--- src/rtl/agc_loop_ctrl_if.sv ---
// Control and accumulator bundle between agc_loop_ctrl (master) and one agc_core (slave).
interface agc_loop_ctrl_if;
    logic        agc_rst_o;
    logic        agc_tick_o;
    logic        agc_ce_o;
    logic [16:0] agc_scale_o;
    logic [7:0]  agc_offset_o;
    logic        agc_scale_ce_o;
    logic        agc_offset_ce_o;
    logic        agc_apply_o;
    logic [23:0] sq_accum_i;
    logic [20:0] gt_accum_i;
    logic [20:0] lt_accum_i;

    modport master (
        output agc_rst_o, agc_tick_o, agc_ce_o, agc_scale_o, agc_offset_o,
               agc_scale_ce_o, agc_offset_ce_o, agc_apply_o,
        input  sq_accum_i, gt_accum_i, lt_accum_i
    );

    modport slave (
        input  agc_rst_o, agc_tick_o, agc_ce_o, agc_scale_o, agc_offset_o,
               agc_scale_ce_o, agc_offset_ce_o, agc_apply_o,
        output sq_accum_i, gt_accum_i, lt_accum_i
    );
endinterface

--- src/rtl/agc_loop_ctrl.sv ---
// Closed-loop rst/tick/integrate/settle/capture/compute/load/apply sequencer for one agc_core.
// Latency: start to apply is WINDOW_CLOCKS+SETTLE_CLOCKS+6 clocks; no backpressure.
// Define AGC_LOOP_CTRL_STATS_EN to build the last_sq_o capture register (tied to 0 otherwise).
module agc_loop_ctrl #(
    parameter int unsigned WINDOW_CLOCKS = 131072,
    parameter int unsigned SETTLE_CLOCKS = 6,
    parameter int unsigned SCALE_SHIFT   = 4,
    parameter logic [16:0] SCALE_INIT    = 17'h04000
) (
    input  logic             clk_i,
    input  logic             rst_i,
    input  logic             enable_i,
    input  logic             oneshot_i,
    input  logic [23:0]      target_sq_i,
    input  logic [23:0]      sq_dband_i,
    input  logic [20:0]      ofs_dband_i,
    agc_loop_ctrl_if.master  agc,
    output logic             busy_o,
    output logic             cycle_done_o,
    output logic             sat_o,
    output logic [15:0]      iter_count_o,
    output logic [23:0]      last_sq_o
);

    typedef enum logic [3:0] {
        S_IDLE, S_RST, S_TICK, S_INTEG, S_SETTLE, S_CAPTURE, S_COMPUTE, S_LOAD, S_APPLY
    } state_t;

    state_t             r_state;
    state_t             w_state_nxt;
    logic [19:0]        r_cnt;
    logic               r_oneshot_mode;
    logic               r_enable_d;
    logic               r_oneshot_d;
    logic [23:0]        r_sq;
    logic [20:0]        r_gt;
    logic [20:0]        r_lt;
    logic [16:0]        r_scale;
    logic signed [7:0]  r_offset;
    logic               r_sat;
    logic [15:0]        r_iter;

    logic               w_start;
    logic               w_rise;
    logic               w_win_end;
    logic               w_settle_end;
    logic               w_rst;
    logic               w_tick;
    logic               w_ce;
    logic               w_load;
    logic               w_apply;
    logic [24:0]        w_hi_raw;
    logic [24:0]        w_lo_raw;
    logic [23:0]        w_hi;
    logic [23:0]        w_lo;
    logic [16:0]        w_shifted;
    logic [16:0]        w_step;
    logic [17:0]        w_scale_up;
    logic [16:0]        w_scale_nxt;
    logic signed [21:0] w_d;
    logic signed [21:0] w_db;
    logic signed [7:0]  w_offset_nxt;
    logic               w_sat_hit;

    assign w_start      = (r_state == S_IDLE) && (enable_i || oneshot_i);
    assign w_rise       = (enable_i && !r_enable_d) || (oneshot_i && !r_oneshot_d);
    assign w_win_end    = (r_cnt == 20'(WINDOW_CLOCKS - 1));
    assign w_settle_end = (r_cnt == 20'(SETTLE_CLOCKS - 1));

    always_comb begin
        w_state_nxt = r_state;
        w_rst       = 1'b0;
        w_tick      = 1'b0;
        w_ce        = 1'b0;
        w_load      = 1'b0;
        w_apply     = 1'b0;
        case (r_state)
            S_IDLE:    if (w_start) w_state_nxt = S_RST;
            S_RST:     begin w_rst  = 1'b1; w_state_nxt = S_TICK;  end
            S_TICK:    begin w_tick = 1'b1; w_state_nxt = S_INTEG; end
            S_INTEG: begin
                w_ce = 1'b1;
                if (w_win_end) w_state_nxt = S_SETTLE;
            end
            S_SETTLE:  if (w_settle_end) w_state_nxt = S_CAPTURE;
            S_CAPTURE: w_state_nxt = S_COMPUTE;
            S_COMPUTE: w_state_nxt = S_LOAD;
            S_LOAD:    begin w_load = 1'b1; w_state_nxt = S_APPLY; end
            S_APPLY: begin
                w_apply     = 1'b1;
                w_state_nxt = (enable_i && !r_oneshot_mode) ? S_RST : S_IDLE;
            end
            default:   w_state_nxt = S_IDLE;
        endcase
    end

    // Deadband window saturates at the 24-bit range ends instead of wrapping.
    assign w_hi_raw   = {1'b0, target_sq_i} + {1'b0, sq_dband_i};
    assign w_lo_raw   = {1'b0, target_sq_i} - {1'b0, sq_dband_i};
    assign w_hi       = w_hi_raw[24] ? 24'hFFFFFF : w_hi_raw[23:0];
    assign w_lo       = w_lo_raw[24] ? 24'h000000 : w_lo_raw[23:0];
    assign w_shifted  = r_scale >> SCALE_SHIFT;
    assign w_step     = (w_shifted == 17'd0) ? 17'd1 : w_shifted;
    assign w_scale_up = {1'b0, r_scale} + {1'b0, w_step};

    assign w_d  = signed'({1'b0, r_gt}) - signed'({1'b0, r_lt});
    assign w_db = signed'({1'b0, ofs_dband_i});

    always_comb begin
        w_scale_nxt  = r_scale;
        w_offset_nxt = r_offset;
        w_sat_hit    = 1'b0;
        if (r_sq > w_hi) begin
            if ({1'b0, r_scale} <= ({1'b0, w_step} + 18'd1)) begin
                w_scale_nxt = 17'd1;
                w_sat_hit   = 1'b1;
            end else begin
                w_scale_nxt = r_scale - w_step;
            end
        end else if (r_sq < w_lo) begin
            if (w_scale_up >= 18'h1FFFF) begin
                w_scale_nxt = 17'h1FFFF;
                w_sat_hit   = 1'b1;
            end else begin
                w_scale_nxt = w_scale_up[16:0];
            end
        end
        // Positive gt-lt imbalance pulls the offset down.
        if (w_d > w_db) begin
            if (r_offset <= -8'sd127) begin
                w_offset_nxt = -8'sd128;
                w_sat_hit    = 1'b1;
            end else begin
                w_offset_nxt = r_offset - 8'sd1;
            end
        end else if (w_d < -w_db) begin
            if (r_offset >= 8'sd126) begin
                w_offset_nxt = 8'sd127;
                w_sat_hit    = 1'b1;
            end else begin
                w_offset_nxt = r_offset + 8'sd1;
            end
        end
    end

    always_ff @(posedge clk_i) begin
        if (rst_i) begin
            r_state        <= S_IDLE;
            r_cnt          <= '0;
            r_oneshot_mode <= 1'b0;
            r_enable_d     <= 1'b0;
            r_oneshot_d    <= 1'b0;
            r_sq           <= '0;
            r_gt           <= '0;
            r_lt           <= '0;
            r_scale        <= SCALE_INIT;
            r_offset       <= '0;
            r_sat          <= 1'b0;
            r_iter         <= '0;
        end else begin
            r_state     <= w_state_nxt;
            r_enable_d  <= enable_i;
            r_oneshot_d <= oneshot_i;
            case (r_state)
                S_IDLE: begin
                    if (w_rise) r_sat <= 1'b0;
                    if (w_start) begin
                        r_oneshot_mode <= !enable_i;
                        r_scale        <= SCALE_INIT;
                    end
                end
                S_TICK:   r_cnt <= '0;
                S_INTEG:  r_cnt <= w_win_end ? 20'd0 : r_cnt + 20'd1;
                S_SETTLE: r_cnt <= r_cnt + 20'd1;
                S_CAPTURE: begin
                    r_sq <= agc.sq_accum_i;
                    r_gt <= agc.gt_accum_i;
                    r_lt <= agc.lt_accum_i;
                end
                S_COMPUTE: begin
                    r_scale  <= w_scale_nxt;
                    r_offset <= w_offset_nxt;
                    if (w_sat_hit) r_sat <= 1'b1;
                end
                S_APPLY:  r_iter <= r_iter + 16'd1;
                default:  ;
            endcase
        end
    end

`ifdef AGC_LOOP_CTRL_STATS_EN
    logic [23:0] r_last_sq;
    always_ff @(posedge clk_i) begin
        if (rst_i) begin
            r_last_sq <= '0;
        end else if (r_state == S_CAPTURE) begin
            r_last_sq <= agc.sq_accum_i;
        end
    end
    assign last_sq_o = r_last_sq;
`else
    assign last_sq_o = 24'd0;
`endif

    assign agc.agc_rst_o       = w_rst;
    assign agc.agc_tick_o      = w_tick;
    assign agc.agc_ce_o        = w_ce;
    assign agc.agc_scale_o     = r_scale;
    assign agc.agc_offset_o    = r_offset;
    assign agc.agc_scale_ce_o  = w_load;
    assign agc.agc_offset_ce_o = w_load;
    assign agc.agc_apply_o     = w_apply;
    assign busy_o              = (r_state != S_IDLE);
    assign cycle_done_o        = w_apply;
    assign sat_o               = r_sat;
    assign iter_count_o        = r_iter;

endmodule

--- src/flat_wrapper.sv ---
// flat-port wrapper written by rule: the top's interface ports become plain ports
module agc_loop_ctrl_flat 
#(
    parameter int unsigned WINDOW_CLOCKS = 131072,
    parameter int unsigned SETTLE_CLOCKS = 6,
    parameter int unsigned SCALE_SHIFT   = 4,
    parameter logic [16:0] SCALE_INIT    = 17'h04000
)
  (clk_i, rst_i, enable_i, oneshot_i, target_sq_i, sq_dband_i, ofs_dband_i, busy_o, cycle_done_o, sat_o, iter_count_o, last_sq_o, agc_agc_rst_o, agc_agc_tick_o, agc_agc_ce_o, agc_agc_scale_o, agc_agc_offset_o, agc_agc_scale_ce_o, agc_agc_offset_ce_o, agc_agc_apply_o, agc_sq_accum_i, agc_gt_accum_i, agc_lt_accum_i);
  agc_loop_ctrl_if agc_i ();
  input  logic clk_i;
  input  logic rst_i;
  input  logic enable_i;
  input  logic oneshot_i;
  input  logic [23:0] target_sq_i;
  input  logic [23:0] sq_dband_i;
  input  logic [20:0] ofs_dband_i;
  output logic busy_o;
  output logic cycle_done_o;
  output logic sat_o;
  output logic [15:0] iter_count_o;
  output logic [23:0] last_sq_o;
  output wire logic [$bits(agc_i.agc_rst_o)-1:0] agc_agc_rst_o;
  output wire logic [$bits(agc_i.agc_tick_o)-1:0] agc_agc_tick_o;
  output wire logic [$bits(agc_i.agc_ce_o)-1:0] agc_agc_ce_o;
  output wire logic [$bits(agc_i.agc_scale_o)-1:0] agc_agc_scale_o;
  output wire logic [$bits(agc_i.agc_offset_o)-1:0] agc_agc_offset_o;
  output wire logic [$bits(agc_i.agc_scale_ce_o)-1:0] agc_agc_scale_ce_o;
  output wire logic [$bits(agc_i.agc_offset_ce_o)-1:0] agc_agc_offset_ce_o;
  output wire logic [$bits(agc_i.agc_apply_o)-1:0] agc_agc_apply_o;
  input wire logic [$bits(agc_i.sq_accum_i)-1:0] agc_sq_accum_i;
  input wire logic [$bits(agc_i.gt_accum_i)-1:0] agc_gt_accum_i;
  input wire logic [$bits(agc_i.lt_accum_i)-1:0] agc_lt_accum_i;
  assign agc_agc_rst_o = agc_i.agc_rst_o;
  assign agc_agc_tick_o = agc_i.agc_tick_o;
  assign agc_agc_ce_o = agc_i.agc_ce_o;
  assign agc_agc_scale_o = agc_i.agc_scale_o;
  assign agc_agc_offset_o = agc_i.agc_offset_o;
  assign agc_agc_scale_ce_o = agc_i.agc_scale_ce_o;
  assign agc_agc_offset_ce_o = agc_i.agc_offset_ce_o;
  assign agc_agc_apply_o = agc_i.agc_apply_o;
  assign agc_i.sq_accum_i = agc_sq_accum_i;
  assign agc_i.gt_accum_i = agc_gt_accum_i;
  assign agc_i.lt_accum_i = agc_lt_accum_i;
  agc_loop_ctrl #(.WINDOW_CLOCKS(WINDOW_CLOCKS), .SETTLE_CLOCKS(SETTLE_CLOCKS), .SCALE_SHIFT(SCALE_SHIFT), .SCALE_INIT(SCALE_INIT)) u_core (.clk_i(clk_i), .rst_i(rst_i), .enable_i(enable_i), .oneshot_i(oneshot_i), .target_sq_i(target_sq_i), .sq_dband_i(sq_dband_i), .ofs_dband_i(ofs_dband_i), .agc(agc_i), .busy_o(busy_o), .cycle_done_o(cycle_done_o), .sat_o(sat_o), .iter_count_o(iter_count_o), .last_sq_o(last_sq_o));
endmodule
--- config.mk ---
export PLATFORM = sky130hd
export DESIGN_NAME = agc_loop_ctrl_flat
export DESIGN_NICKNAME = d
export VERILOG_FILES = /design/src/rtl/agc_loop_ctrl_if.sv /design/src/rtl/agc_loop_ctrl.sv /design/src/flat_wrapper.sv
export SDC_FILE = /design/constraint.sdc
export NUM_CORES = 1
export LEC_CHECK = 0
export ABC_AREA = 1
export BUFFER_PORTS_ARGS = -buffer_cell sky130_fd_sc_hd__buf_4
export CORE_MARGIN = 1.5
export CORE_UTILIZATION = 45
export CTS_CLUSTER_DIAMETER = 30
export DETAILED_ROUTE_END_ITERATION = 6
export GPL_ROUTABILITY_DRIVEN = 0
export PLACE_DENSITY_LB_ADDON = 0.1
export SKIP_LAST_GASP = 1
export SYNTH_ARGS = -nofsm -noshare
export SYNTH_HDL_FRONTEND = slang
export SYNTH_SLANG_ARGS = --single-unit
--- constraint.sdc ---
create_clock -name clk_i -period 5.2 [get_ports clk_i]
set_input_delay 1.04 -clock clk_i [delete_from_list [all_inputs] [get_ports clk_i]]
set_output_delay 1.04 -clock clk_i [all_outputs]
set_load 0.02 [all_outputs]
==> impl_metrics.xml <==
<?xml version="1.0" encoding="UTF-8"?>
<metrics>
  <group name="power">
    <metric name="power.switching_fraction" unit="%">52.2</metric>
    <metric name="clkPwrFrac" unit="%">14.5</metric>
    <metric name="sequentialPowerShare" unit="%">15.2</metric>
    <metric name="netSwitchingPower" unit="uW">4800</metric>
    <metric name="comb_power_share" unit="%">70.3</metric>
    <metric name="irDropWorstVdd" unit="uV">243</metric>
    <metric name="cell_internal_pwr" unit="uW">4400</metric>
    <metric name="power-per-cell-area" unit="nW/um^2">540</metric>
    <metric name="cellLeakagePower" unit="uW">0.00863</metric>
  </group>
  <group name="setup_path">
    <metric name="element_type_at_the_critical_path_start" unit="">input port</metric>
    <metric name="timing.setup.critical_path_class" unit="">in -&gt; reg</metric>
    <metric name="critPathMostFrequentCell" unit="">sky130_fd_sc_hd__nand2_2</metric>
    <metric name="required" unit="ps">5510</metric>
    <metric name="cpPeakStageDelay" unit="ps">380</metric>
    <metric name="critical_path_depth" unit="">26</metric>
    <metric name="timing.reg2reg.setup_slack" unit="ps">460</metric>
    <metric name="setup.worst_path.end_class" unit="">flop</metric>
    <metric name="crit_path_top_delay_cell" unit="">sky130_fd_sc_hd__fa_1</metric>
    <metric name="worst_ep_arrival_time" unit="ps">5170</metric>
    <metric name="critical_path_buf_inv_count" unit="">3</metric>
    <metric name="reg2regPathDepth" unit="">26</metric>
    <metric name="path_delay_family" unit="">compound AO/OA/AOI/OAI gates</metric>
    <metric name="crit_path_max_fanout" unit="">9</metric>
  </group>
  <group name="yosys">
    <metric name="netlist_instances" unit="">2238</metric>
    <metric name="synth-edff-count" unit="">0</metric>
    <metric name="post_synth_instance_area" unit="sq um">14600</metric>
    <metric name="yosys_most_used_dff" unit="">sky130_fd_sc_hd__dfxtp_1</metric>
    <metric name="synthesis.area_per_instance" unit="sq um">6.53</metric>
    <metric name="synth_async_sr_flop_share" unit="%">0</metric>
    <metric name="yosys.cell_types.count" unit="">67</metric>
    <metric name="ys_seq_area_share" unit="%">18.5</metric>
    <metric name="synth_seq_cells" unit="">135</metric>
    <metric name="yosys_warnings" unit="">0</metric>
  </group>
  <group name="global_route">
    <metric name="grt_max_degree" unit="">60</metric>
    <metric name="overall_routing_resource_usage" unit="%">24.8</metric>
    <metric name="globalRouteOverflowTotal" unit="">0</metric>
    <metric name="grt_pass1_vias" unit="">14100</metric>
    <metric name="antenna_found_initial" unit="">0</metric>
    <metric name="grt_pass1_wl" unit="microns">67700</metric>
  </group>
  <group name="clock_network">
    <metric name="clock_tree.htree_level_count" unit="">4</metric>
    <metric name="cts_buffers" unit="">17</metric>
    <metric name="clk_path_buf_depth" unit="">2</metric>
    <metric name="clock_tree_from_tritoncts" unit="">built</metric>
    <metric name="clock_latency" unit="ps">430</metric>
    <metric name="clk_pin_slew" unit="ps">60</metric>
    <metric name="clockRootBuffer" unit="">sky130_fd_sc_hd__clkbuf_16</metric>
    <metric name="tritoncts_sinks" unit="">135</metric>
  </group>
  <group name="hold_path">
    <metric name="worst_hold_path.num_cells" unit="">2</metric>
    <metric name="timing.hold.worst.class" unit="">reg -&gt; reg</metric>
  </group>
  <group name="die">
    <metric name="fp.dieW" unit="microns">183</metric>
    <metric name="rows" unit="">65</metric>
    <metric name="top_level_ports" unit="">213</metric>
    <metric name="start_util" unit="%">46.0</metric>
    <metric name="die-area" unit="sq um">33600</metric>
    <metric name="die_height" unit="microns">183</metric>
    <metric name="core-area" unit="sq um">31800</metric>
  </group>
  <group name="layout">
    <metric name="finalInstanceArea" unit="sq um">17000</metric>
    <metric name="antenna_cells_inserted" unit="">0</metric>
    <metric name="drive_above_1_share" unit="%">14.8</metric>
    <metric name="final_net_count" unit="">2760</metric>
    <metric name="syn_to_final_growth" unit="%">16.5</metric>
    <metric name="final.fill_count" unit="">3228</metric>
  </group>
  <group name="placed_design">
    <metric name="post-dp-hpwl" unit="microns">33700</metric>
    <metric name="placed_area" unit="sq um">16400</metric>
    <metric name="port_buffers" unit="">188</metric>
    <metric name="preCtsSetupSlack" unit="ps">-120</metric>
  </group>
  <group name="route">
    <metric name="total_wire_length" unit="microns">41300</metric>
    <metric name="drt_iter0_drc" unit="">826</metric>
    <metric name="avgViaCountPerCell" unit="">5.20</metric>
    <metric name="detail-route-antenna-nets" unit="">0</metric>
    <metric name="count_of_tritonroute_iterations_in_the_first_routing_pass" unit="">5</metric>
    <metric name="drcViolationCount" unit="">0</metric>
    <metric name="wire_per_inst" unit="microns">14.4</metric>
    <metric name="via_count" unit="">14900</metric>
  </group>
  <group name="sta">
    <metric name="skew" unit="ps">13.3</metric>
    <metric name="finalMaxSlewViolations" unit="">0</metric>
    <metric name="grt_setup_unrepaired" unit="">no</metric>
    <metric name="maxSlewHeadroom" unit="%">34.3</metric>
    <metric name="timing.final.crit_period" unit="ps">4860</metric>
    <metric name="period_share" unit="%">93.5</metric>
    <metric name="post-route-worst-setup-slack" unit="ps">338</metric>
    <metric name="max_slew.worst_pin.slew" unit="ps">986</metric>
    <metric name="finalHoldViolCount" unit="">0</metric>
    <metric name="maxClockFrequency" unit="MHz">206</metric>
    <metric name="final-setup-viol-count" unit="">0</metric>
  </group>
  <group name="run_status">
    <metric name="outcome" unit="">complete, no violations</metric>
  </group>
  <group name="job">
    <metric name="cap_viol_max_count" unit="">0</metric>
  </group>
</metrics>
==> logic make-up (layout without fill, tap and decap cells) <==
group	count (synthesis)	after routing	synth area share, %
compound gates	462	462	17.8
xor+xnor	81	81	4.85
flops	135	135	18.5
fa+ha+maj	212	212	18.4
other cells	1	24	0.0256
buf+inv	403	564	11.9
simple gates	944	944	28.5
==> layout by cell type, fill, tap and decap left out, drive strengths merged, types with 8 or more instances in the layout <==
master,count
nor4,13
conb,24
inv,305
buf,230
ha,207
a211oi,9
clkbuf,17
o21ai,176
nand4,31
xor2,72
a21oi,201
a31oi,18
xnor2,9
nor2,284
nand2,407
nand3,124
a21o,8
dfxtp,135
or2,20
nor3,50
o211ai,8
==> state kept, by name (all words and copies together) (netlist names) <==
signal and flops:
u_core.r_lt 21, u_core.sat_o 1, u_core.r_state 4, u_core.iter_count_o 16
u_core.r_sq 24, u_core.agc.agc_offset_o 8, u_core.r_oneshot_d 1, u_core.agc.agc_scale_o 17
u_core.r_cnt 20, u_core.r_oneshot_mode 1, u_core.r_enable_d 1, u_core.r_gt 21
==> layer usage <==
layer	track usage (%)	wire length, microns
met2	42.0	18700
met1	32.8	19300
met3	3.10	2250
met5	0	0
met4	7.84	1040
==> power by group through the flow <==
stage                     registers, uW  clock network, uW  logic [uW]
after global routing               1420               1410        7370
final                              1400               1330        6470
after floorplan                    1490                  0        4740
after CTS                          1390               1360        6450
after global placement             1410                  0        6330
after detailed placement           1420                  0        6400
==> Yosys cell counts, types with 8 or more instances <==
master,n,area [sq um]
sky130_fd_sc_hd__nor4_1,13,81.3
sky130_fd_sc_hd__nor2_2,9,56.3
sky130_fd_sc_hd__buf_6,9,101
sky130_fd_sc_hd__a211oi_1,9,67.6
sky130_fd_sc_hd__nand3_1,118,591
sky130_fd_sc_hd__o211ai_1,8,60.1
sky130_fd_sc_hd__xor2_1,72,631
sky130_fd_sc_hd__nand2_2,19,119
sky130_fd_sc_hd__nor3_1,41,205
sky130_fd_sc_hd__ha_1,207,2590
sky130_fd_sc_hd__clkbuf_1,38,143
sky130_fd_sc_hd__inv_2,9,33.8
sky130_fd_sc_hd__nor3_2,8,80.1
sky130_fd_sc_hd__o21ai_1,13,65.1
sky130_fd_sc_hd__nand4_1,31,194
sky130_fd_sc_hd__dfxtp_1,135,2700
sky130_fd_sc_hd__xnor2_1,9,78.8
sky130_fd_sc_hd__inv_1,288,1080
sky130_fd_sc_hd__or2_2,20,125
sky130_fd_sc_hd__o21ai_0,162,811
sky130_fd_sc_hd__a21o_1,8,60.1
sky130_fd_sc_hd__nor2_1,273,1020
sky130_fd_sc_hd__buf_2,11,55.1
sky130_fd_sc_hd__a21oi_1,191,956
sky130_fd_sc_hd__buf_4,38,285
sky130_fd_sc_hd__a31oi_1,18,113
sky130_fd_sc_hd__nand2_1,386,1450
==> tightest hold or removal path, delay by kind of cell, from the launching register on <==
family | cells | cell delay [ps]
DFF | 1 | 300
buffers and inverters | 1 | 60
AOI/OAI and AO/OA | 1 | 60
==> per-stage QoR <==
step	total power [uW]	utilization, %	hold WS, ps	TNS (ps)	std cells
2_1_floorplan	6220	-	433	0	2261
3_5_place_dp	7820	51.5	453	-1130	2825
3_3_place_gp	7740	51.5	448	-91.4	2825
6_report	9190	53.6	460	0	2857
5_1_grt	10200	53.6	482	0	2857
4_1_cts	9200	53.6	465	0	2857
==> worst paths after layout <==
check / from / endpoint
setup / recovery: target_sq_i[0] / u_core.agc.agc_scale_o[0]
hold / removal: u_core.r_lt[19] / u_core.r_lt[19]
setup reg to reg: u_core.agc.agc_scale_o[14] / u_core.agc.agc_scale_o[3]
hold reg to reg: u_core.r_lt[19] / u_core.r_lt[19]
==> what timing repair did <==
action,4_1_cts,5_1_grt
buffers inserted,0,0
resized for setup,0,2
setup endpoints to repair,0,17
hold buffers,0,0
==> area by class of cell <==
| class | instances | area [sq um] | area share, % |
|---|---|---|---|
| sequential | 135 | 2700 | 15.9 |
| clock inverter | 15 | 216 | 1.27 |
| multi-input combinational | 1723 | 10300 | 60.3 |
| tap | 435 | 544 | 3.19 |
| clock buffer | 17 | 425 | 2.50 |
| timing repair buffer | 230 | 1740 | 10.2 |
| inverter | 302 | 1140 | 6.68 |
Note: power is estimated with default switching activity, not from simulation.
